--- src/rtl/car_emu_pkg.sv ---
// Shared types and constants for the car sensor emulator.
//   state_t     : emulator FSM states
//   dir_t       : direction of the car latched at request acceptance
//   SENS_*      : {outer, inner} encodings for each phase
//   sensor_code : {outer, inner} driven for a given state/direction
package car_emu_pkg;

   localparam int unsigned TMR_W = 8;

   typedef enum logic [2:0] {
      IDLE = 3'd0,
      PH_A = 3'd1,
      PH_B = 3'd2,
      PH_C = 3'd3,
      GAP  = 3'd4
   } state_t;

   typedef enum logic [1:0] {
      ENTER = 2'd0,
      EXIT  = 2'd1,
      PED   = 2'd2
   } dir_t;

   localparam logic [1:0] SENS_CLEAR = 2'b00;
   localparam logic [1:0] SENS_OUTER = 2'b10;
   localparam logic [1:0] SENS_INNER = 2'b01;
   localparam logic [1:0] SENS_BOTH  = 2'b11;

   // {outer, inner} for a phase; adjacent phases differ in exactly one bit
   function automatic logic [1:0] sensor_code(input state_t s, input dir_t d);
      logic [1:0] code;
      code = SENS_CLEAR;
      case (s)
         PH_A:    code = (d == EXIT) ? SENS_INNER : SENS_OUTER;
         PH_B:    code = SENS_BOTH;
         PH_C:    code = (d == EXIT) ? SENS_OUTER : SENS_INNER;
         default: code = SENS_CLEAR;
      endcase
      return code;
   endfunction

endpackage

--- src/rtl/car_sensor_emulator_phase_timer.sv ---
// Loadable down-counter timing one emulator phase.
//   clk, rst_n : clock, async active-low reset
//   load       : reload with load_val (phase lasts load_val cycles)
//   load_val   : phase length in cycles, 1..255
//   expire     : high during the last cycle of the phase (registered)
module phase_timer
   import car_emu_pkg::*;
(
   input  logic             clk,
   input  logic             rst_n,
   input  logic             load,
   input  logic [TMR_W-1:0] load_val,
   output logic             expire
);

   logic [TMR_W-1:0] cnt_q;
   logic [TMR_W-1:0] cnt_d;

   // Count remaining cycles after the current one; hold at zero when done
   always_comb begin
      cnt_d = cnt_q;
      if (load) begin
         cnt_d = load_val - TMR_W'(1);
      end else if (cnt_q != '0) begin
         cnt_d = cnt_q - TMR_W'(1);
      end
   end

   always_ff @(posedge clk or negedge rst_n) begin
      if (!rst_n) begin
         cnt_q  <= '0;
         expire <= 1'b1;
      end else begin
         cnt_q  <= cnt_d;
         expire <= (cnt_d == '0);
      end
   end

endmodule

--- src/rtl/car_sensor_emulator.sv ---
// Car sensor emulator: turns single-cycle enter/exit requests into the
// outer/inner photosensor blocking sequence of one car, and tracks the
// occupancy a correct detector should report.
// Optional feature macro: CAR_EMU_PEDESTRIAN_EN (adds ped_req, a
// PH_A-only sequence that must not change the count).
//   clk        : system clock, rising edge
//   reset      : async active-low reset
//   enter_req  : request one entering car (sampled when ready)
//   exit_req   : request one exiting car (sampled when ready)
//   ped_req    : request a pedestrian event (feature build only)
//   ready      : high in IDLE only
//   outer      : emulated outer sensor, 1 = blocked
//   inner      : emulated inner sensor, 1 = blocked
//   done       : one-cycle pulse in the first GAP cycle
//   exp_count  : expected occupancy, saturating
module car_sensor_emulator
   import car_emu_pkg::*;
#(
   parameter int unsigned PHASE_CYCLES = 4,
   parameter int unsigned GAP_CYCLES   = 2,
   parameter int unsigned CNT_W        = 5
) (
   input  logic             clk,
   input  logic             reset,
   input  logic             enter_req,
   input  logic             exit_req,
`ifdef CAR_EMU_PEDESTRIAN_EN
   input  logic             ped_req,
`endif
   output logic             ready,
   output logic             outer,
   output logic             inner,
   output logic             done,
   output logic [CNT_W-1:0] exp_count
);

   localparam logic [TMR_W-1:0] PHASE_LEN = TMR_W'(PHASE_CYCLES);
   localparam logic [TMR_W-1:0] GAP_LEN   = TMR_W'(GAP_CYCLES);
   localparam logic [CNT_W-1:0] CNT_MAX   = '1;

   state_t           state_q, state_d;
   dir_t             dir_q, dir_d;
   logic             tmr_load;
   logic [TMR_W-1:0] tmr_val;
   logic             tmr_expire;
   logic             done_d;
   logic [CNT_W-1:0] count_d;
   logic [1:0]       sens_d;

   phase_timer u_timer (
      .clk      (clk),
      .rst_n    (reset),
      .load     (tmr_load),
      .load_val (tmr_val),
      .expire   (tmr_expire)
   );

   // Next state, timer reload and next registered outputs
   always_comb begin
      state_d  = state_q;
      dir_d    = dir_q;
      tmr_load = 1'b0;
      tmr_val  = PHASE_LEN;
      count_d  = exp_count;
      done_d   = 1'b0;
      sens_d   = SENS_CLEAR;

      case (state_q)
         IDLE: begin
            // ENTER has priority; a coincident exit is dropped
            if (enter_req) begin
               dir_d    = ENTER;
               state_d  = PH_A;
               tmr_load = 1'b1;
            end else if (exit_req) begin
               dir_d    = EXIT;
               state_d  = PH_A;
               tmr_load = 1'b1;
            end
`ifdef CAR_EMU_PEDESTRIAN_EN
            else if (ped_req) begin
               dir_d    = PED;
               state_d  = PH_A;
               tmr_load = 1'b1;
            end
`endif
         end
         PH_A: begin
            if (tmr_expire) begin
               tmr_load = 1'b1;
`ifdef CAR_EMU_PEDESTRIAN_EN
               // A pedestrian only blocks the outer sensor, then leaves
               if (dir_q == PED) begin
                  state_d = GAP;
                  tmr_val = GAP_LEN;
               end else begin
                  state_d = PH_B;
               end
`else
               state_d = PH_B;
`endif
            end
         end
         PH_B: begin
            if (tmr_expire) begin
               state_d  = PH_C;
               tmr_load = 1'b1;
            end
         end
         PH_C: begin
            if (tmr_expire) begin
               state_d  = GAP;
               tmr_load = 1'b1;
               tmr_val  = GAP_LEN;
            end
         end
         GAP: begin
            if (tmr_expire) begin
               state_d = IDLE;
            end
         end
         default: begin
            state_d = IDLE;
         end
      endcase

      // Completion is the entry into GAP; the count moves on that same edge
      if ((state_d == GAP) && (state_q != GAP)) begin
         done_d = 1'b1;
         case (dir_q)
            ENTER:   if (exp_count != CNT_MAX) count_d = exp_count + CNT_W'(1);
            EXIT:    if (exp_count != '0)      count_d = exp_count - CNT_W'(1);
            default: count_d = exp_count;
         endcase
      end

      sens_d = sensor_code(state_d, dir_d);
   end

   always_ff @(posedge clk or negedge reset) begin
      if (!reset) begin
         state_q   <= IDLE;
         dir_q     <= ENTER;
         ready     <= 1'b1;
         outer     <= 1'b0;
         inner     <= 1'b0;
         done      <= 1'b0;
         exp_count <= '0;
      end else begin
         state_q   <= state_d;
         dir_q     <= dir_d;
         ready     <= (state_d == IDLE);
         outer     <= sens_d[1];
         inner     <= sens_d[0];
         done      <= done_d;
         exp_count <= count_d;
      end
   end

endmodule

--- config.mk ---
export PLATFORM = sky130hd
export DESIGN_NAME = car_sensor_emulator
export DESIGN_NICKNAME = d
export VERILOG_FILES = /design/src/rtl/car_emu_pkg.sv /design/src/rtl/car_sensor_emulator_phase_timer.sv /design/src/rtl/car_sensor_emulator.sv
export SDC_FILE = /design/constraint.sdc
export NUM_CORES = 1
export LEC_CHECK = 0
export CORE_ASPECT_RATIO = 0.9
export CORE_MARGIN = 1.5
export CORE_UTILIZATION = 35
export CTS_CLUSTER_SIZE = 12
export DETAILED_ROUTE_END_ITERATION = 8
export GPL_ROUTABILITY_DRIVEN = 0
export PLACE_DENSITY = 0.5
export SYNTH_ARGS = -nofsm -noshare
export SYNTH_HDL_FRONTEND = slang
export SYNTH_SLANG_ARGS = --single-unit
export TNS_END_PERCENT = 50
--- constraint.sdc ---
create_clock -name clk -period 2.4 [get_ports clk]
set_input_delay 0.6 -clock clk [delete_from_list [all_inputs] [get_ports clk]]
set_output_delay 0.6 -clock clk [all_outputs]
set_load 0.05 [all_outputs]
==> results by group <==
STA
  • FMAX: 0.4557 GHz
  • Final Hold Fails: 0
  • Worst relative slew slack: 0.6329
  • RSZ-0062 raised after global routing: false
  • Shortest period the worst path allows: about 2200 ps
  • Slew at the pin closest to its max-slew limit: 545.0 ps
  • Worst hold margin: around 550 ps
  • TNS Setup: 0 ps
  • Fin crit share: 0.9143
  • Slew Limit Fails: 0
  • Final setup viols: 0
  • Clock Skew: ~2.1 ps

Worst setup path
  • CP max stage delay: 850 ps
  • Top fanout value on the critical path: 6
  • CP Launch Type: flip-flop
  • R2r startpoint: u_timer.cnt_q[0]
  • Crit end category: primary output
  • Critical path required time: 1800 ps
  • CP Buf/Inv Count: 1
  • Arrival time worst endpoint: around 1600 ps
  • Critical Path Source: exp_count[0]
  • Cell Chain, Critical Path: clkdlybuf4s50_1
  • CP delay by family, top: buffers and inverters
  • Slowest stage cell, crit path: clkdlybuf4s50_1
  • Crit path kind: reg2out

CTS
  • Root Driver: clkbuf_8
  • Clk sinks: 23
  • Postcts setup bufs: 0
  • Max H-tree Level: 1
  • CTS Hold Buffers Added: 0
  • Clk_lat worst skew: ~260 ps
  • CTS tree: done
  • Clock-pin slew on the worst setup and hold paths: 80 ps
  • Max clock buf depth: 2
  • PostCTS Resize Cnt: 0
  • Num CTS Buffers: 3

Power and ir drop
  • Leak: a little under 0.7 nW
  • Total design power: 0.002195 W
  • Pwr per Cell Area: about 1500 mW/mm^2
  • Peak supply drop: between 0.6 and 0.7 mV

Status
  • Outcome: complete, no violations

Floorplan
  • Initial Utilization: 0.3721
  • CORE AREA: 0.003453 sq mm
  • Die area: between 0.004 and 0.005 sq mm
  • Row count: 20
  • Ports: 13
  • Horiz. Die Dim: 66.87 microns
  • Die Height: a little over 60 microns

Synthesis
  • Synth unique cells: 36
  • Ys Warns: 0
  • Top FF cell, synth: dfrtp_1
  • Yosys top cell by area: dfrtp_1
  • Top cell type's share of synthesized area: 0.4090
  • Sequential share of the synthesized area: 0.4499
  • Synth Instances: 131
  • Asr flop ratio synth: 1.000
  • Flops & latches, synth: 23
  • Post-synth EDFFs: 0
  • Syn_nets: between 100 and 150
  • Area contributors post-synth: dfrtp_1 41%, nor2_1 5.0%, ha_1 4.9%
  • Post-Syn Area: approximately 0.0013 sq mm
  • Average size of a mapped cell: roughly 9.8 sq um

Route
  • DR iter-0 viols: 49
  • DR vias: 920
  • Post-route ant nets: 0
  • First-pass DRT Iterations: 4
  • Remaining DRCs: 0
  • Via density: slightly below 5
  • Total wire length: between 2 and 2.5 mm
  • Routed wire per std cell: between 10 and 15 microns

GRT
  • First-pass GRT wire length: about 4.2 mm
  • GRT Total Usage: 0.1372
  • Total congestion overflow: 0
  • Antenna violations before repair: 0
  • Largest net degree at the start of global routing: 24
  • Vias in the first global route: about 880

Hold path
  • Worst min path class: reg2reg
  • Worst Hold Launch: exp_count[4]

Layout
  • Layout area overhead: 16.65%
  • Register Area: between 500 and 600 sq um
  • Commonest cells after routing, fill and taps aside: 21 x dfrtp_1, 17 x nor2_1, 12 x clkdlybuf4s50_1
  • Multi-input gate area: approximately 660 sq um
  • Share of cells above drive strength 1: 0.1027
  • Filler cells: 353
  • Commonest non-fill, non-tap cell in the layout: dfrtp_1
  • Nets: between 150 and 200
  • Antenna Cells: 0

Flow run
  • Max-cap violation count: 0

Placed design
  • Port Buffers: 12
  • Post-DP HPWL: ~1.8 mm
-- flip-flops by register name (all words and copies together) (netlist names) --
register        cells
exp_count           5
u_timer.cnt_q       8
dir_q               2
u_timer.expire      1
done                1
inner               1
state_q             3
ready               1
outer               1
-- through the flow --
stage | util | worst slack [ps] | cells | area [sq um]
global placement | 0.4207 | 346.9 | 186 | 1453
detailed placement | 0.4207 | 303.7 | 186 | 1453
CTS | 0.4341 | 192.7 | 190 | 1499
global route | 0.4341 | 140.6 | 190 | 1499
floorplan | - | 372.8 | 131 | 1285
finish | 0.4341 | 205.6 | 190 | 1499
-- where the power goes --
group          switching, W  internal (W)
logic              0.000707      0.000514
clock network      0.000121      0.000116
registers          0.000190      0.000547
-- final cells by class --
class / instances / area share
repair buffers: 13 / 0.08514
well taps: 44 / 0.03673
flip-flops and latches: 23 / 0.3856
clock buffers: 3 / 0.02755
clock inverters: 1 / 0.003339
inverters: 8 / 0.02003
multi-input cells: 98 / 0.4416
-- cells by family (layout without fill, tap and decap cells) --
logic type,count (synthesis),in the layout,synth area share
and+or+nand+nor,51,51,0.2181
DFF,23,23,0.4499
adders and majority gates,6,6,0.06427
muxes,2,2,0.01947
xor gates and xnor gates,14,14,0.09543
buffers and inverters,10,25,0.03505
AOI/OAI and AO/OA,25,25,0.1178
-- layer usage --
layer  global-route usage  vias to the layer above  routed length [microns]
li1                     -                      475                        -
met5                    0                        -                        0
met4              0.02624                        0                       22
met1               0.1899                      428                     1226
met2               0.2157                       13                     1096
met3              0.04267                        4                       94
-- Yosys cell counts (3+ instances only) --
cell and instances:
xor2_1 7, ha_1 5, dfrtp_1 21, nand2_1 11
xnor2_1 7, o21ai_0 10, nor2b_1 3, nand2b_1 3
nor2_1 17, nand3_1 3, inv_1 8, a21oi_1 7
-- final timing paths --
kind / depth (start not counted) / endpoint / slack (ps)
worst max-delay path: 1 / exp_count[0] / 210
worst min-delay path: 1 / exp_count[4] / 550
worst max register to register: 7 / u_timer.expire / 530
worst min register to register: 1 / exp_count[4] / 550
max in group asynchronous: 2 / ready / 1430
min in group asynchronous: 2 / exp_count[0] / 690
(Power assumes the default switching activity.)
